File: config.mk
export PLATFORM = sky130hd
export DESIGN_NAME = lockstep_ce_sequencer
export DESIGN_NICKNAME = d
export VERILOG_FILES = /design/src/rtl/lockstep_pkg.sv /design/src/rtl/ce_tag_delay.sv /design/src/rtl/lockstep_ce_sequencer.sv
export SDC_FILE = /design/constraint.sdc
export NUM_CORES = 1
export LEC_CHECK = 0
export ABC_AREA = 0
export CORE_MARGIN = 10
export CORE_UTILIZATION = 49
export DETAILED_ROUTE_END_ITERATION = 16
export PLACE_DENSITY = 0.87
export SLEW_MARGIN = 5
export SYNTH_ARGS = -nofsm -noshare
export SYNTH_HDL_FRONTEND = slang
export SYNTH_SLANG_ARGS = --single-unit
File: constraint.sdc
create_clock -name clk -period 3.9 [get_ports clk]
set_clock_uncertainty 0.15 [all_clocks]
set_input_delay 0.585 -clock clk [delete_from_list [all_inputs] [get_ports clk]]
set_output_delay 0.585 -clock clk [all_outputs]
set_load 0.005 [all_outputs]
File: src/rtl/lockstep_pkg.sv
// Shared types and limits for the lockstep clock-enable sequencer.
package lockstep_pkg;

   localparam int unsigned LAT_MAX   = 8;
   localparam int unsigned CNT_W_DEF = 16;
   localparam logic [CNT_W_DEF-1:0] CNT_MAX = '1;

   typedef enum logic [2:0] {
      IDLE,
      FILL,
      RUN,
      DRAIN,
      DONE
   } state_t;

endpackage

File: src/rtl/ce_tag_delay.sv
// LAT-deep 1-bit tag shift register; a tag leaving the far end marks a cycle whose subsystem
// outputs belong to a compared sample. Advances only when en is high; clr empties it.
module ce_tag_delay #(
   parameter int LAT = 2
) (
   input  logic clk,
   input  logic reset,
   input  logic clr,
   input  logic en,
   input  logic tag_in,
   output logic tag_out
);

   logic [LAT-1:0] sr_q;

   // Shift tags toward the output on every enabled cycle.
   always_ff @(posedge clk) begin
      if (reset || clr) begin
         sr_q <= '0;
      end else if (en) begin
         sr_q <= (sr_q << 1) | LAT'(tag_in);
      end
   end

   assign tag_out = sr_q[LAT-1];

endmodule

File: src/rtl/lockstep_ce_sequencer.sv
// Lockstep run sequencer: drives a shared clock enable for a programmed number of samples,
// compares both redundant subsystems after the pipeline latency and records mismatches.
// Optional LOCKSTEP_SNAPSHOT_EN adds err_val_a/err_val_b capturing the first failing data.
module lockstep_ce_sequencer
   import lockstep_pkg::*;
#(
   parameter int DATA_W = 8,
   parameter int LAT    = 2,
   parameter int CNT_W  = CNT_W_DEF
) (
   input  logic              clk,
   input  logic              reset,
   input  logic              clk_enable,
   input  logic              start,
   input  logic [CNT_W-1:0]  run_len,
   input  logic              halt_on_err,
   input  logic [DATA_W-1:0] dout_a,
   input  logic [DATA_W-1:0] dout_b,
   input  logic              ce_out_a,
   input  logic              ce_out_b,
   output logic              sub_ce,
   output logic              busy,
   output logic              done,
   output logic              mismatch,
   output logic [CNT_W-1:0]  err_cnt,
   output logic [CNT_W-1:0]  first_err_idx
`ifdef LOCKSTEP_SNAPSHOT_EN
   ,
   output logic [DATA_W-1:0] err_val_a,
   output logic [DATA_W-1:0] err_val_b
`endif
);

   localparam logic [CNT_W-1:0] CntMax  = {CNT_W{1'b1}};
   localparam logic [CNT_W-1:0] LatLast = CNT_W'(LAT - 1);

   state_t            state_q, state_d;
   logic [CNT_W-1:0]  cnt_q, cnt_d;
   logic [CNT_W-1:0]  run_len_q;
   logic              halt_q;
   logic [CNT_W-1:0]  idx_q;
   logic [CNT_W-1:0]  err_cnt_q;
   logic [CNT_W-1:0]  first_q;
   logic              mismatch_q;

   logic accept, tag_out, cmp, fail, halt_hit, lat_last;

   assign accept   = clk_enable & start & ((state_q == IDLE) | (state_q == DONE));
   assign cmp      = clk_enable & tag_out & ((state_q == RUN) | (state_q == DRAIN));
   assign fail     = cmp & ((dout_a != dout_b) | (ce_out_a != ce_out_b));
   assign halt_hit = fail & halt_q;
   assign lat_last = (cnt_q == LatLast);

   ce_tag_delay #(
      .LAT(LAT)
   ) u_tag_delay (
      .clk    (clk),
      .reset  (reset),
      .clr    (accept | halt_hit),
      .en     (clk_enable),
      .tag_in (state_q == RUN),
      .tag_out(tag_out)
   );

   // Next state and phase counter; nothing moves without clk_enable.
   always_comb begin
      state_d = state_q;
      cnt_d   = cnt_q;
      if (clk_enable) begin
         case (state_q)
            IDLE, DONE: begin
               if (start) begin
                  state_d = FILL;
                  cnt_d   = '0;
               end
            end
            FILL: begin
               if (lat_last) begin
                  cnt_d   = '0;
                  state_d = (run_len_q == '0) ? DRAIN : RUN;
               end else begin
                  cnt_d = cnt_q + CNT_W'(1);
               end
            end
            RUN: begin
               if (halt_hit) begin
                  state_d = DONE;
                  cnt_d   = '0;
               end else if (cnt_q == run_len_q - CNT_W'(1)) begin
                  state_d = DRAIN;
                  cnt_d   = '0;
               end else begin
                  cnt_d = cnt_q + CNT_W'(1);
               end
            end
            DRAIN: begin
               if (halt_hit || lat_last) begin
                  state_d = DONE;
                  cnt_d   = '0;
               end else begin
                  cnt_d = cnt_q + CNT_W'(1);
               end
            end
            default: state_d = IDLE;
         endcase
      end
   end

   // State and phase counter registers.
   always_ff @(posedge clk) begin
      if (reset) begin
         state_q <= IDLE;
         cnt_q   <= '0;
      end else begin
         state_q <= state_d;
         cnt_q   <= cnt_d;
      end
   end

   // Run configuration latch and compare bookkeeping.
   always_ff @(posedge clk) begin
      if (reset) begin
         run_len_q  <= '0;
         halt_q     <= 1'b0;
         idx_q      <= '0;
         err_cnt_q  <= '0;
         first_q    <= '0;
         mismatch_q <= 1'b0;
      end else if (accept) begin
         run_len_q  <= run_len;
         halt_q     <= halt_on_err;
         idx_q      <= '0;
         err_cnt_q  <= '0;
         first_q    <= '0;
         mismatch_q <= 1'b0;
      end else if (cmp) begin
         idx_q <= idx_q + CNT_W'(1);
         if (fail) begin
            mismatch_q <= 1'b1;
            if (err_cnt_q != CntMax) err_cnt_q <= err_cnt_q + CNT_W'(1);
            if (!mismatch_q) first_q <= idx_q;
         end
      end
   end

`ifdef LOCKSTEP_SNAPSHOT_EN
   logic [DATA_W-1:0] snap_a_q, snap_b_q;

   // Capture both data words of the first failing compare.
   always_ff @(posedge clk) begin
      if (reset || accept) begin
         snap_a_q <= '0;
         snap_b_q <= '0;
      end else if (fail && !mismatch_q) begin
         snap_a_q <= dout_a;
         snap_b_q <= dout_b;
      end
   end

   assign err_val_a = snap_a_q;
   assign err_val_b = snap_b_q;
`endif

   assign sub_ce        = clk_enable & ((state_q == FILL) | (state_q == RUN));
   assign busy          = (state_q == FILL) | (state_q == RUN) | (state_q == DRAIN);
   assign done          = (state_q == DONE);
   assign mismatch      = mismatch_q;
   assign err_cnt       = err_cnt_q;
   assign first_err_idx = first_q;

endmodule

; ---- After elaboration in Yosys (flattened, before gate mapping)
; Cells that the tools add are included.
[word_totals]
reg_bits = 87
out_inout_bits = 36
wordCells = 66
input_bits = 39
[classes]
bitwise = 15
addsub = 4
mux = 13
reduce_logical = 12
eq_ne = 13
[ops]
columns = op, n
row1 = $mux 16, 5
row2 = $pmux 16 s4, 1
row3 = $add 16x1->16 const B, 3
row4 = $eq 16x1->1 const B, 1
row5 = $eq 16x16->1, 1
row6 = $logic_not 16->1, 1
row7 = $ne 16x16->1 const B, 1
row8 = $sub 16x1->16 const B, 1
row9 = $mux 3, 5
row10 = $pmux 3 s4, 1
row11 = $reduce_and 3->1, 3
row12 = $ne 8x8->1, 1
row13 = $and 1x1->1, 7
row14 = $eq 3x2->1 const B, 2
row15 = $ne 2x2->1 const B, 3
row16 = $or 1x1->1, 6
row17 = $reduce_and 5->1, 1
row18 = $reduce_bool 4->1, 1
row19 = $reduce_or 2->1, 2
row20 = $eq 3x1->1 const B, 1
row21 = $eq 3x3->1 const B, 1
row22 = $logic_not 3->1, 1
row23 = $ne 3x3->1 const B, 1
row24 = $logic_or 1x1->1, 2
row25 = other kinds (5), 5

; ---- Depth between registers and ports, before layout
[logic_depth]
ltp_word = 8
depth_mapped = 12
ltp_nobuf = 10

; ---- By module
; From an unflattened synthesis, not the netlist that was laid out.
[hier_totals]
hier_cells = 534
area_unflattened_um2 = 4474.3
[modules_own_cells]
columns = mod, cells_per_inst, seq_area_each_um2, n_inst, area_per_inst_um2
row1 = lockstep_ce_sequencer, 528, 1701.6, 1, 4404.2
row2 = ce_tag_delay, 6, 40.0, 1, 70.1

; ---- Worst setup path before layout
; OpenSTA, ideal clock, no wires.
[synth_timing]
path_type = input to register
from = in clk_enable
to = reg first_q[10], in the netlist first_err_idx[10]
setup_time_ps = 128
setup_slack_ps = 1006
path_stages = 9
n_path_buf = 3
arrival_time_ps = 2616
t_required_ps = 3622
cell_sequence = clkbuf_1 nand2b_1 nor2_1 o31a_1 nor2b_1 clkbuf_1 buf_2 mux2i_1 nor2_1
[synth_between]
elab_chain_cells = 4
elab_cells_between_ends = 7
cone_classes = 5 x bitwise / 2 x reduce/logical
[synth_rtl]
columns = item, line_no
row1 = "start, declared", lockstep_ce_sequencer.sv:13  ; input logic clk_enable,
row2 = $and 1x1->1 (2 in series), lockstep_ce_sequencer.sv:49  ; assign cmp = clk_enable & tag_out & ((state_q == RUN) | (state_q == DRAIN));
row3 = $and 1x1->1, lockstep_ce_sequencer.sv:50  ; assign fail = cmp & ((dout_a != dout_b) | (ce_out_a != ce_out_b));
row4 = $reduce_and 3->1 (no source line), -
row5 = "end signal, assigned", lockstep_ce_sequencer.sv:141  ; if (!mismatch_q) first_q <= idx_q;
row6 = "end, declared", lockstep_ce_sequencer.sv:43  ; logic [CNT_W-1:0] first_q;
; Parallel ways exist; a longest one is shown, timed or not.
; A chain may end at the register's enable or synchronous reset.

; ---- Worst setup path in the final report
[layout_timing]
from = reg run_len_q[6]
to = reg cnt_q[13]
[layout_between]
elab_chain_cells = 5
[layout_rtl]
columns = item, line_no
row1 = "start, declared", lockstep_ce_sequencer.sv:39  ; logic [CNT_W-1:0] run_len_q;
row2 = "start signal, assigned", lockstep_ce_sequencer.sv:130  ; run_len_q <= run_len;
row3 = $sub 16x1->16, lockstep_ce_sequencer.sv:89  ; end else if (cnt_q == run_len_q - CNT_W'(1)) begin
row4 = $eq 16x16->1, lockstep_ce_sequencer.sv:89
row5 = $mux 16, lockstep_ce_sequencer.sv:89
row6 = $mux 16, lockstep_ce_sequencer.sv:86  ; if (halt_hit) begin
row7 = $pmux 16 s4, lockstep_ce_sequencer.sv:70  ; case (state_q)
row8 = "end signal, assigned", lockstep_ce_sequencer.sv:116  ; cnt_q <= cnt_d;
row9 = "end, declared", lockstep_ce_sequencer.sv:38  ; logic [CNT_W-1:0] cnt_q, cnt_d;
; Every way passes these cells.

==> out/results.txt <==
die width: 115 um
all-layer global routing usage: 0.171
detailed-route via count: 4,065
Post-CTS Setup Inserts: 0
P_leak: 0.00188 uW
initial antenna violation count: 0
CTS Buffer Depth: 2
max-slew violations: 0
Die H: 115 um
Die ar.: 13,200 sq um
Initial Util: 0.505
CP startpoint kind: register
clock slew at reported path FFs: 0.09 ns
CP Max Fanout: 22
drt pass-1 iters: 4
PwrDens: 415 nW/um^2
CTS root buf: clkbuf_8
syn_nets: 579
Hold Crit Depth: 2
most frequent cells in the layout: 87 x dfxtp_1, 74 x clkdlybuf4s50_1, 70 x nand2_1
Post-Syn Area: 4410 sq um
gpl congestion: 0.932
average size of a mapped cell: 8.24 sq um
largest net degree at the start of global routing: 34
CTS tree: built
Core Region: 8720 sq um
io pins: 75
Detail Route Antenna Nets: 0
Worst VDD drop: 0.220 mV
Worst-Skew Late Latency: 0.36 ns
status: completed
Routed wire per std cell: 15.8 um
H-tree levels: 3
hold buffer count at cts: 0
post-layout util: 0.622
Port Buffers: 74
Post-synth EDFFs: 0
R2R depth: 9
Fillers: 722
Detailed Route WL: 11,200 um
endpoints failing setup: 0
share of layout cells above drive strength 1: 0.0546
Hold Crit Class: reg -> reg
Setup CP Type: reg -> reg
Worst setup EP type: register
synthesis-stage register bit count: 87
Post-Synthesis Cells: 535
unrepaired setup endpoints after global routing: false
vias in the first global route: 3,978
Peak Freq: 306 MHz
Final Cycle Share: 0.837
reg-to-reg critical path startpoint: run_len_q[6]
post-synthesis cell type count: 51
Via density: 5.71
final hold viol count: 0
R2R Setup Slk: 0.64 ns
grt total ovfl: 0
critical path required time: 4.03 ns
Iter 0 DRT Violations: 288
ys flop type: dfxtp_1
arrival time at the worst endpoint: 3.40 ns
Max-slew headroom: 0.413
TritonCTS Buffers: 9
Ys Warns: 0
commonest non-fill, non-tap cell in the layout: dfxtp_1
worst slew pin tran: 0.880 ns
NumNets Final: 643
std cell rows: 34
Max-Cap Viols: 0
clock sink total: 87
# resized after CTS: 0
Layout area overhead: 23.0%
Hold EP: run_len_q[1]
first-pass GRT wire length: 18,900 um
DRC violations left: 0
Synth async-reset ratio: 0
Seq/Total Area, Yosys: 0.395
Tmin final: 3.26 ns
Setup TNS: 0 ns
worst reg2reg path endpoint: cnt_q[13]
Antenna diodes: 0
Detailed Place HPWL: 8310 um
Final Total Pwr: 2250 uW
Hold Startpoint: run_len_q[1]
where the power goes:
| part | leakage (uW) | switching, uW | internal [uW] | total [uW] |
|---|---|---|---|---|
| sequential | 0.000703 | 60.8 | 924 | 985 |
| combinational | 0.00109 | 410 | 263 | 673 |
| clock | 0.0000894 | 349 | 243 | 592 |
| total | 0.00188 | 820 | 1430 | 2250 |
cell usage after synthesis, drive strengths merged, types with 13 or more instances:
library cell   n  area (sq um)
nand2         70           263
nor2          64           240
dfxtp         87          1740
clkbuf        26          97.6
nand3         17          85.1
xor2          30           263
a21oi         33           169
a31oi         22           138
mux2i         21           210
xnor2         20           175
nand4         13          81.3
and3          18           113
flip-flops by register name, indices dropped and copies added (netlist names):
name and cells:
idx_q 16, halt_q 1, err_cnt 16, u_tag_delay.sr_q 2, state_q 3, first_err_idx 16
cnt_q 16, mismatch 1, run_len_q 16
cell families after synthesis:
kind of cell | after synthesis | share of synthesized area
buffers and inverters | 36 | 0.0312
adders and majority gates | 5 | 0.0142
muxes | 21 | 0.0477
xor gates and xnor gates | 50 | 0.0993
DFF | 87 | 0.395
and+or+nand+nor | 244 | 0.282
AOI/OAI and AO/OA | 92 | 0.131
layer usage:
layer / track usage / vias up / wire [um]
met5: 0 / - / 0
met4: 0.0602 / 0 / 182
met3: 0.0656 / 18 / 976
met2: 0.277 / 128 / 5330
met1: 0.201 / 1900 / 4750
li1: - / 2019 / -
through the flow:
step	hold slack [ns]	cells	instance area (sq um)	worst slack, ns
after detailed placement	0.335	696	5240	0.459
after global routing	0.386	712	5420	0.404
after CTS	0.359	712	5420	0.610
final	0.355	712	5420	0.637
after floorplan	0.305	535	4410	1.01
after global placement	0.323	696	5240	0.597
worst max-delay path by stage:
stage | start | to | slack [ns] | cells after the start
2_1_floorplan | clk_enable | first_err_idx[10] | 1.01 | 9
3_3_place_gp | dout_b[0] | cnt_q[13] | 0.60 | 10
3_5_place_dp | ce_out_b | cnt_q[11] | 0.46 | 10
4_1_cts | run_len_q[6] | cnt_q[13] | 0.61 | 9
5_1_grt | run_len_q[6] | cnt_q[10] | 0.40 | 9
6_report | run_len_q[6] | cnt_q[13] | 0.64 | 9
critical path, stage by stage, from the launching register on:
cell and delay, ns:
dfxtp_1 0.37, or4_4 0.58, or3_1 0.35, a41oi_1 0.21, o31a_1 0.19, nor4_2 0.05
a21oi_2 0.68, buf_4 0.31, nand4b_1 0.11, a31oi_1 0.17
area by class of cell:
cell class	count	area [sq um]	share of cell area
Clock buffer	10	128	0.0235
Clock inverter	6	53.8	0.00993
Timing Repair Buffer	83	808	0.149
Sequential cell	87	1740	0.321
Inverter	6	22.5	0.00416
Tap cell	108	135	0.0249
Multi-Input combinational cell	412	2530	0.467
Note: power is estimated with default switching activity, not from simulation.
